### src/rtl/lab3_qs_onchip_mem_arbiter.sv
// Two-master round-robin arbiter in front of the lab3_qs single-port on-chip RAM.
// One access per cycle, combinational grant, read data returned one cycle after
// acceptance to the issuing master, out-of-range accesses trapped and counted.
module lab3_qs_onchip_mem_arbiter #(
    parameter int ADDR_W    = 14,
    parameter int DATA_W    = 32,
    parameter int BE_W      = 4,
    parameter int NUM_WORDS = 10000
) (
    input  logic              clk,
    input  logic              reset,

    input  logic [ADDR_W-1:0] m0_address,
    input  logic [BE_W-1:0]   m0_byteenable,
    input  logic              m0_read,
    input  logic              m0_write,
    input  logic [DATA_W-1:0] m0_writedata,
    output logic              m0_waitrequest,
    output logic [DATA_W-1:0] m0_readdata,
    output logic              m0_readdatavalid,

    input  logic [ADDR_W-1:0] m1_address,
    input  logic [BE_W-1:0]   m1_byteenable,
    input  logic              m1_read,
    input  logic              m1_write,
    input  logic [DATA_W-1:0] m1_writedata,
    output logic              m1_waitrequest,
    output logic [DATA_W-1:0] m1_readdata,
    output logic              m1_readdatavalid,

    output logic [ADDR_W-1:0] mem_address,
    output logic [BE_W-1:0]   mem_byteenable,
    output logic              mem_chipselect,
    output logic              mem_write,
    output logic [DATA_W-1:0] mem_writedata,
    output logic              mem_clken,
    input  logic [DATA_W-1:0] mem_readdata,

    output logic              oor_err,
    output logic [7:0]        oor_count
);

    // One extra bit so a depth equal to 2**ADDR_W still compares correctly.
    localparam logic [ADDR_W:0] LIMIT = (ADDR_W+1)'(NUM_WORDS);

    // True when the word address lies outside the implemented depth.
    function automatic logic addr_oor(input logic [ADDR_W-1:0] addr);
        return ({1'b0, addr} >= LIMIT);
    endfunction

    // Saturating increment for the out-of-range counter.
    function automatic logic [7:0] sat_inc(input logic [7:0] cnt);
        return (cnt == 8'hFF) ? cnt : cnt + 8'd1;
    endfunction

    // Round-robin pointer, read tag and error state
    logic              rr_ptr_q,     rr_ptr_d;
    logic              rd_vld_q,     rd_vld_d;
    logic              rd_owner_q,   rd_owner_d;
    logic              rd_oor_q,     rd_oor_d;
    logic              oor_err_q,    oor_err_d;
    logic [7:0]        oor_count_q,  oor_count_d;
    logic [DATA_W-1:0] rdata0_q,     rdata0_d;
    logic [DATA_W-1:0] rdata1_q,     rdata1_d;

    // Combinational arbitration results
    logic              req0, req1;
    logic              gnt0, gnt1, gnt_any;
    logic [ADDR_W-1:0] win_addr;
    logic [BE_W-1:0]   win_be;
    logic [DATA_W-1:0] win_wdata;
    logic              win_write;
    logic              win_oor;
    logic [DATA_W-1:0] rd_data;

    // Request decode and grant; nothing is requested or granted while in reset.
    always_comb begin
        req0    = ~reset & (m0_read | m0_write);
        req1    = ~reset & (m1_read | m1_write);
        // Under contention rr_ptr picks the winner (0 -> m0, 1 -> m1).
        gnt0    = req0 & (~req1 | ~rr_ptr_q);
        gnt1    = req1 & (~req0 |  rr_ptr_q);
        gnt_any = gnt0 | gnt1;
    end

    // Mux the winning master's command; read+write together counts as a write.
    always_comb begin
        win_addr  = gnt1 ? m1_address    : m0_address;
        win_be    = gnt1 ? m1_byteenable : m0_byteenable;
        win_wdata = gnt1 ? m1_writedata  : m0_writedata;
        win_write = gnt1 ? m1_write      : m0_write;
        win_oor   = gnt_any & addr_oor(win_addr);
    end

    // Drive the RAM port; out-of-range or idle cycles leave the RAM untouched.
    always_comb begin
        mem_clken      = ~reset;
        mem_chipselect = 1'b0;
        mem_write      = 1'b0;
        mem_address    = '0;
        mem_byteenable = '0;
        mem_writedata  = '0;
        if (gnt_any && !win_oor) begin
            mem_chipselect = 1'b1;
            mem_write      = win_write;
            mem_address    = win_addr;
            mem_byteenable = win_be;
            mem_writedata  = win_wdata;
        end
    end

    // Waitrequest: only the winner is released; everyone waits during reset.
    always_comb begin
        m0_waitrequest = ~gnt0;
        m1_waitrequest = ~gnt1;
    end

    // Next-state for rr_ptr: toggle to the loser only after a contended cycle.
    always_comb begin
        rr_ptr_d = rr_ptr_q;
        if (req0 && req1) begin
            rr_ptr_d = ~rr_ptr_q;
        end
    end

    // Capture the accepted read so its data can be steered next cycle.
    always_comb begin
        rd_vld_d   = gnt_any & ~win_write;
        rd_owner_d = gnt1;
        rd_oor_d   = win_oor;
    end

    // Sticky error flag and saturating out-of-range counter.
    always_comb begin
        oor_err_d   = oor_err_q;
        oor_count_d = oor_count_q;
        if (win_oor) begin
            oor_err_d   = 1'b1;
            oor_count_d = sat_inc(oor_count_q);
        end
    end

    // Read return path: owner sees RAM data (or zero for a trapped read),
    // the other master keeps showing whatever it last received.
    always_comb begin
        rd_data          = rd_oor_q ? '0 : mem_readdata;
        m0_readdatavalid = rd_vld_q & ~rd_owner_q;
        m1_readdatavalid = rd_vld_q &  rd_owner_q;
        rdata0_d         = m0_readdatavalid ? rd_data : rdata0_q;
        rdata1_d         = m1_readdatavalid ? rd_data : rdata1_q;
        m0_readdata      = rdata0_d;
        m1_readdata      = rdata1_d;
        oor_err          = oor_err_q;
        oor_count        = oor_count_q;
    end

    // State registers with asynchronous active-high reset.
    always_ff @(posedge clk or posedge reset) begin
        if (reset) begin
            rr_ptr_q    <= 1'b0;
            rd_vld_q    <= 1'b0;
            rd_owner_q  <= 1'b0;
            rd_oor_q    <= 1'b0;
            oor_err_q   <= 1'b0;
            oor_count_q <= 8'd0;
            rdata0_q    <= '0;
            rdata1_q    <= '0;
        end else begin
            rr_ptr_q    <= rr_ptr_d;
            rd_vld_q    <= rd_vld_d;
            rd_owner_q  <= rd_owner_d;
            rd_oor_q    <= rd_oor_d;
            oor_err_q   <= oor_err_d;
            oor_count_q <= oor_count_d;
            rdata0_q    <= rdata0_d;
            rdata1_q    <= rdata1_d;
        end
    end

endmodule

### config.mk
export PLATFORM = sky130hd
export DESIGN_NAME = lab3_qs_onchip_mem_arbiter
export DESIGN_NICKNAME = d
export VERILOG_FILES = /design/src/rtl/lab3_qs_onchip_mem_arbiter.sv
export SDC_FILE = /design/constraint.sdc
export NUM_CORES = 1
export LEC_CHECK = 0
export CAP_MARGIN = 20
export CORE_MARGIN = 5
export CORE_UTILIZATION = 38
export CTS_CLUSTER_DIAMETER = 150
export CTS_CLUSTER_SIZE = 25
export DETAILED_ROUTE_END_ITERATION = 16
export PLACE_DENSITY = 0.86
export SYNTH_ARGS = -nofsm -noshare
export SYNTH_HDL_FRONTEND = slang
export SYNTH_SLANG_ARGS = --single-unit
### constraint.sdc
create_clock -name clk -period 4 [get_ports clk]
set_input_delay 0.6 -clock clk [delete_from_list [all_inputs] [get_ports clk]]
set_output_delay 0.6 -clock clk [all_outputs]
set_load 0.005 [all_outputs]
==> summary.md, run 1 <==
| Metric | Value |
|---|---|
| Mapped Avg Cell Area | 7.99 µm² |
| CP startpoint kind | input port |
| Clk root buf | clkbuf_8 |
| Vias in the first global route | 4548 |
| CTS tree | yes |
| CTS max path bufs | 2 |
| Final slew viol count | 0 |
| Synthesis Warnings | 0 |
| Synthesized instance count | 481 |
| Clock sink count | 77 |
| Io pins | 268 |
| Post-DP Area | 6630 µm² |
| CP Class | in -> out |
| Maximum vdd drop | 0.257 mV |
| Max Clk Rate | 282 MHz |
| Combinational power share | 0.475 |
| Worst Hold Class | reg -> reg |
| Dpl hpwl | 12400 µm |
| First-pass DRT Iterations | 4 |
| Initial antenna violation count | 1 |
| TritonCTS Buffers | 9 |
| CP Capture Type | output port |
| Worst EP required | 3.40 ns |
| Grt met2 use | 0.441 |
| Status | completed |
| Final GP Congestion | 0.968 |
| Synth cell types | 32 |
| Total Wirelength | 15700 µm |
| Final hold viol count | 0 |
| Int Power | 0.00245 W |
| Synthesis-to-layout area growth | 78.9% |
| CP arrival | 2.94 ns |
| Initial Utilization | 0.391 |
| Final period util | 0.886 |
| Fraction of layout cells with a size suffix above 1 | 0.0460 |
| Worst R2R Start | rr_ptr_q$_DFFE_PP0P_ |
| Share of power burned in registers | 0.342 |
| Hold Crit Start | rdata0_q[23]$_DFF_PP0_ |
| Max cap viols | 0 |
| Post-route minimum period | 3.54 ns |
| Largest net degree at the start of global routing | 78 |
| Worst r2r dst | oor_count[1]$_DFFE_PP0P_ |
| Relative slew slack | 0.378 |
| Core Footprint | 9820 µm² |
| Worst-path clk slew | 0.07 ns |
| Post-CTS Setup Inserts | 0 |
| Detailed Route Iter0 Violations | 251 |
| Clock Latency Late Sink | 0.34 ns |
| Final setup fails | 0 |
| Unrepaired setup endpoints after global routing | no |
| Sw Pwr | 0.00112 W |
| Final instance area | 6880 µm² |
| Fill cells | 774 |
| Placement Rows | 36 |
| Remaining antenna violation count after routing | 0 |
| Worst R2R Path Depth | 5 |
| Synth Net Count | 620 |
| GRT Overall Usage | 0.252 |
| Die Span Y | 111 µm |
| IO Port Bufs | 267 |
| Placed insts | 855 |
| Clock H-tree levels | 3 |
| Grt met1 use | 0.284 |
| Cts repair resizes | 0 |
| Mapped cell area | 3840 µm² |
| Hold Buf Count CTS | 0 |
| Final Total Pwr | 0.00357 W |
| Gr busiest metal | met2 |
| Global-route wire length before repair | 24600 µm |
| Nets | 873 |
| Sequential-to-total area share from yosys stat | 0.501 |
| Post-detailed-route wirelength per cell | 18.0 µm |
| Clock share of power | 0.183 |
| R2R setup slack | 2.01 ns |
| Global Route met3 Usage | 0.0870 |
| Congestion Overflow GR | 0 |
| Setup_tns | 0 ns |
| Setup Skew | 0.00483 ns |
| Pleak | 2.92 nW |
| Largest fanout on the critical path | 47 |
| Die W | 111 µm |
| Via density | 5.03 |
| Slew @ Worst Pin | 0.933 ns |
| DRC | 0 |
| Die area | 12200 µm² |
| Hold Path Depth | 2 |
| Final Non-Filler Cells | 873 |
| Min-Delay Endpoint | rdata0_q[23]$_DFF_PP0_ |
| Sw frac | 0.315 |
| #FFs+latches synth | 77 |
| PD cells | 519 nW/µm² |
| Vias post-DR | 4393 |
| Utilization after layout | 0.700 |
-- cell families (layout without fill, tap and decap cells) --
logic type	Yosys count	after routing	share of synthesized area
compound gates	122	122	0.162
xor+xnor	6	6	0.0137
fa+ha+maj	1	1	0.00325
buf+inv	39	297	0.0407
flops	77	77	0.501
mux	5	5	0.0173
other cells	0	1	0
simple gates	231	231	0.262
-- routing by layer --
layer,vias up,wire [µm],part of all wire
li1,2102,-,-
met1,2058,5870,0.37
met3,24,1400,0.089
met4,0,393,0.025
met2,209,8070,0.51
met5,-,0,0
-- cells in the mapped netlist --
library cell,n,share of area
mux2_4,3,0.012
nand2_1,166,0.16
and3_1,3,0.0049
xnor2_1,5,0.011
o21ba_1,1,0.0026
nand4_1,4,0.0065
nand2b_1,33,0.054
nor4_1,3,0.0049
a31oi_1,1,0.0016
nor2b_1,1,0.0016
o21a_1,1,0.0020
o21ai_0,2,0.0026
and3_4,1,0.0029
nor2_1,8,0.0078
buf_1,4,0.0039
o21ai_1,67,0.087
and2_1,2,0.0033
inv_1,3,0.0029
buf_6,1,0.0029
xor2_1,1,0.0023
a21oi_1,49,0.064
nor3b_1,1,0.0020
nand3_1,8,0.010
clkbuf_1,28,0.027
inv_2,2,0.0020
ha_1,1,0.0033
a41oi_1,1,0.0023
mux2i_1,1,0.0026
or2_1,1,0.0016
mux2_1,1,0.0029
inv_4,1,0.0016
dfrtp_1,77,0.50
-- worst max-delay path by stage --
stage / slack (ns) / startpoint / endpoint
after floorplan: 1.18 / reset / mem_clken
after global placement: 0.53 / m1_write / mem_address[6]
after detailed placement: 0.50 / m1_write / mem_write
after CTS: 0.49 / m1_write / mem_write
after global routing: 0.37 / m1_write / mem_writedata[24]
final: 0.46 / m1_write / mem_write
-- through the flow --
step	setup WS, ns	hold slack (ns)
floorplan	1.18	0.458
global placement	0.527	0.471
detailed placement	0.499	0.480
CTS	0.494	0.502
global route	0.371	0.516
finish	0.458	0.495
-- cell type report --
type / count / area (µm²) / area share
Timing Repair Buffer: 275 / 2760 / 0.401
Multi-Input combinational cell: 365 / 1770 / 0.258
Inverter: 6 / 26.3 / 0.00382
Clock inverter: 3 / 67.6 / 0.00982
Antenna cell: 1 / 2.50 / 0.000364
Sequential cell: 77 / 1930 / 0.280
Clock buffer: 13 / 159 / 0.0231
Tap cell: 133 / 166 / 0.0242
-- power groups by stage --
stage,clock network (W),registers (W),logic [W]
after global placement,0,0.00122,0.00165
after global routing,0.000701,0.00125,0.00184
final,0.000653,0.00122,0.00169
after floorplan,0,0.00119,0.000642
after detailed placement,0,0.00123,0.00170
after CTS,0.000671,0.00122,0.00171
-- sequential cells by signal, indices dropped and copies added (netlist names) --
name	flops
oor_count	8
rr_ptr_q	1
oor_err	1
rdata0_q	32
rdata1_q	32
rd_vld_q	1
rd_owner_q	1
rd_oor_q	1
-- cell usage in the layout, fill, tap and decap left out, drive strengths merged, types with 5 or more instances in the layout --
cell           instances
dfrtp                 77
clkbuf                13
xnor2                  5
inv                    5
nand2b                33
nand3                  8
a21oi                 49
nor2                   8
nand2                166
o21ai                 69
clkdlybuf4s50        267
buf                    8
-- critical path, stage by stage --
cell and delay, ns:
clkdlybuf4s50_1 0.55, o21ba_1 0.14, o21a_2 0.22, buf_4 0.46, mux2i_1 0.40, nor2_1 0.09, clkdlybuf4s50_1 0.48
Note: power is estimated with default switching activity, not from simulation.
==> inputs of run 2 (changes only) <==
--- a/config.mk
+++ b/config.mk
@@ -9,9 +9,9 @@
 export CORE_MARGIN = 5
 export CORE_UTILIZATION = 38
 export CTS_CLUSTER_DIAMETER = 150
-export CTS_CLUSTER_SIZE = 25
 export DETAILED_ROUTE_END_ITERATION = 16
 export PLACE_DENSITY = 0.86
 export SYNTH_ARGS = -nofsm -noshare
 export SYNTH_HDL_FRONTEND = slang
 export SYNTH_SLANG_ARGS = --single-unit
+export TNS_END_PERCENT = 50
==> results of run 2 <==
Same layout as run 1: the final DEF is identical, and so are final timing and power.
==> inputs of run 3 (changes only) <==
--- a/config.mk
+++ b/config.mk
@@ -6,11 +6,11 @@
 export NUM_CORES = 1
 export LEC_CHECK = 0
 export CAP_MARGIN = 20
-export CORE_MARGIN = 5
-export CORE_UTILIZATION = 38
+export CORE_AREA = 2 2 104 106
 export CTS_CLUSTER_DIAMETER = 150
 export DETAILED_ROUTE_END_ITERATION = 16
-export PLACE_DENSITY = 0.86
+export DIE_AREA = 0 0 106 108
+export PLACE_DENSITY = 0.85
 export SYNTH_ARGS = -nofsm -noshare
 export SYNTH_HDL_FRONTEND = slang
 export SYNTH_SLANG_ARGS = --single-unit
==> summary.md, run 3 (synthesis gave the netlist of run 1 again) <==
| Metric | Value |
|---|---|
| Final period util | 0.886 |
| Relative slew slack | 0.386 |
| Sw Pwr | 0.00110 W |
| Worst Hold Class | reg -> reg |
| Final Total Pwr | 0.00350 W |
| Post-CTS Setup Inserts | 0 |
| Setup_tns | 0 ns |
| Io pins | 268 |
| Unrepaired setup endpoints after global routing | no |
| Clock sink count | 77 |
| Crit path largest cell delay | 0.51 ns |
| Core Footprint | 10200 µm² |
| Clock share of power | 0.175 |
| Initial Utilization | 0.376 |
| Global-route wire length before repair | 21900 µm |
| First-pass DRT Iterations | 7 |
| Clock Latency Late Sink | 0.35 ns |
| Nets | 873 |
| Max cap viols | 0 |
| CP Capture Type | output port |
| DRC | 0 |
| Hold Path Depth | 1 |
| Slew @ Worst Pin | 0.922 ns |
| Congestion Overflow GR | 0 |
| Combinational power share | 0.475 |
| Hold Crit Start | oor_err$_DFFE_PP0P_ |
| Final GP Congestion | 1.22 |
| TritonCTS Buffers | 9 |
| Crit path max-delay family | buffers and inverters |
| Fill cells | 816 |
| Multi-input gate area | 1770 µm² |
| CP Class | in -> out |
| Worst R2R Path Depth | 5 |
| Synthesis-to-layout area growth | 78.2% |
| Register Area | 1930 µm² |
| Via density | 5.03 |
| R2R setup slack | 2.07 ns |
| Setup Skew | 0.00641 ns |
| Commonest cells after routing, fill and taps aside | clkdlybuf4s50_1, nand2_1, dfrtp_1 |
| Largest fanout on the critical path | 30 |
| Cell breakdown of the critical path | clkdlybuf4s50_1, o21ba_1, o21a_2, buf_4, nand3_1, nand3_2, buf_4, a21oi_1, clkdlybuf4s50_1 |
| Worst r2r dst | oor_count[1]$_DFFE_PP0P_ |
| Hold Buf Count CTS | 0 |
| Clk root buf | clkbuf_8 |
| Final hold viol count | 0 |
| Worst EP required | 3.40 ns |
| Worst-path clk slew | 0.07 ns |
| CP bufs+invs | 4 |
| Min-Delay Endpoint | oor_err$_DFFE_PP0P_ |
| CP startpoint kind | input port |
| Fraction of layout cells with a size suffix above 1 | 0.0474 |
| Dpl hpwl | 11200 µm |
| Cts repair resizes | 0 |
| Initial antenna violation count | 0 |
| Largest net degree at the start of global routing | 78 |
| CTS tree | yes |
| Status | completed |
| Most common cell after layout, fill and taps aside | clkdlybuf4s50_1 |
| GRT Overall Usage | 0.244 |
| PD cells | 510 nW/µm² |
| Detailed Route Iter0 Violations | 265 |
| Vias in the first global route | 4461 |
| Int Power | 0.00239 W |
| IO Port Bufs | 267 |
| Clock H-tree levels | 3 |
| Max Clk Rate | 282 MHz |
| Die W | 106 µm |
| Die area | 11400 µm² |
| Placement Rows | 37 |
| Share of power burned in registers | 0.350 |
| Maximum vdd drop | 0.300 mV |
| Final setup fails | 0 |
| Total Wirelength | 14500 µm |
| CP arrival | 2.94 ns |
| Post-detailed-route wirelength per cell | 16.5 µm |
| Post-route minimum period | 3.54 ns |
| Remaining antenna violation count after routing | 0 |
| Worst R2R Start | rr_ptr_q$_DFFE_PP0P_ |
| CP max stage cell | clkdlybuf4s50_1 |
| Vias post-DR | 4398 |
| Pleak | 2.91 nW |
| Ant. Diodes | 0 |
| CTS max path bufs | 2 |
| Die Span Y | 108 µm |
| Sw frac | 0.315 |
| Final slew viol count | 0 |
## run 3: changes by cell type in the layout (fill, tap and decap cells not counted), sizes merged
cell	change
bufinv	-1
diode	-1
inv	+1
## run 3: worst max-delay path by stage
stage	start	to	cells after the start
after floorplan	reset	mem_clken	1
after global placement	reset	mem_writedata[14]	9
after detailed placement	reset	mem_writedata[24]	9
after CTS	reset	mem_writedata[24]	9
after global routing	reset	mem_writedata[24]	9
final	reset	mem_writedata[24]	9
## run 3: power by group through the flow
| stage | combinational, W | clock, W | sequential (W) |
|---|---|---|---|
| after floorplan | 0.000642 | 0 | 0.00119 |
| after global placement | 0.00161 | 0 | 0.00122 |
| after detailed placement | 0.00167 | 0 | 0.00123 |
| after CTS | 0.00168 | 0.000626 | 0.00122 |
| after global routing | 0.00181 | 0.000658 | 0.00125 |
| final | 0.00166 | 0.000611 | 0.00122 |
## run 3: per-stage QoR
| stage | instance area [µm²] | util | hold WS, ns | std cells | setup slack [ns] |
|---|---|---|---|---|---|
| 5_1_grt | 6850 | 0.670 | 0.498 | 875 | 0.304 |
| 2_1_floorplan | 3840 | - | 0.458 | 481 | 1.18 |
| 4_1_cts | 6850 | 0.670 | 0.485 | 875 | 0.468 |
| 3_3_place_gp | 6620 | 0.647 | 0.448 | 858 | 0.542 |
| 3_5_place_dp | 6640 | 0.649 | 0.469 | 859 | 0.482 |
| 6_report | 6850 | 0.670 | 0.486 | 875 | 0.457 |
## run 3: area by class of cell
cell class                      count  area share
Timing Repair Buffer              275       0.401
Sequential cell                    77       0.281
Multi-Input combinational cell    365       0.259
Tap cell                          136      0.0248
Clock buffer                       13      0.0247
Clock inverter                      3     0.00621
Inverter                            6     0.00365
## run 3: metal layers
| layer | vias to the layer above | global-route usage | wire [µm] |
|---|---|---|---|
| li1 | 2087 | - | - |
| met1 | 2043 | 0.261 | 5310 |
| met2 | 226 | 0.442 | 7370 |
| met3 | 42 | 0.0693 | 1240 |
| met4 | 0 | 0.124 | 538 |
| met5 | - | 0 | 0 |
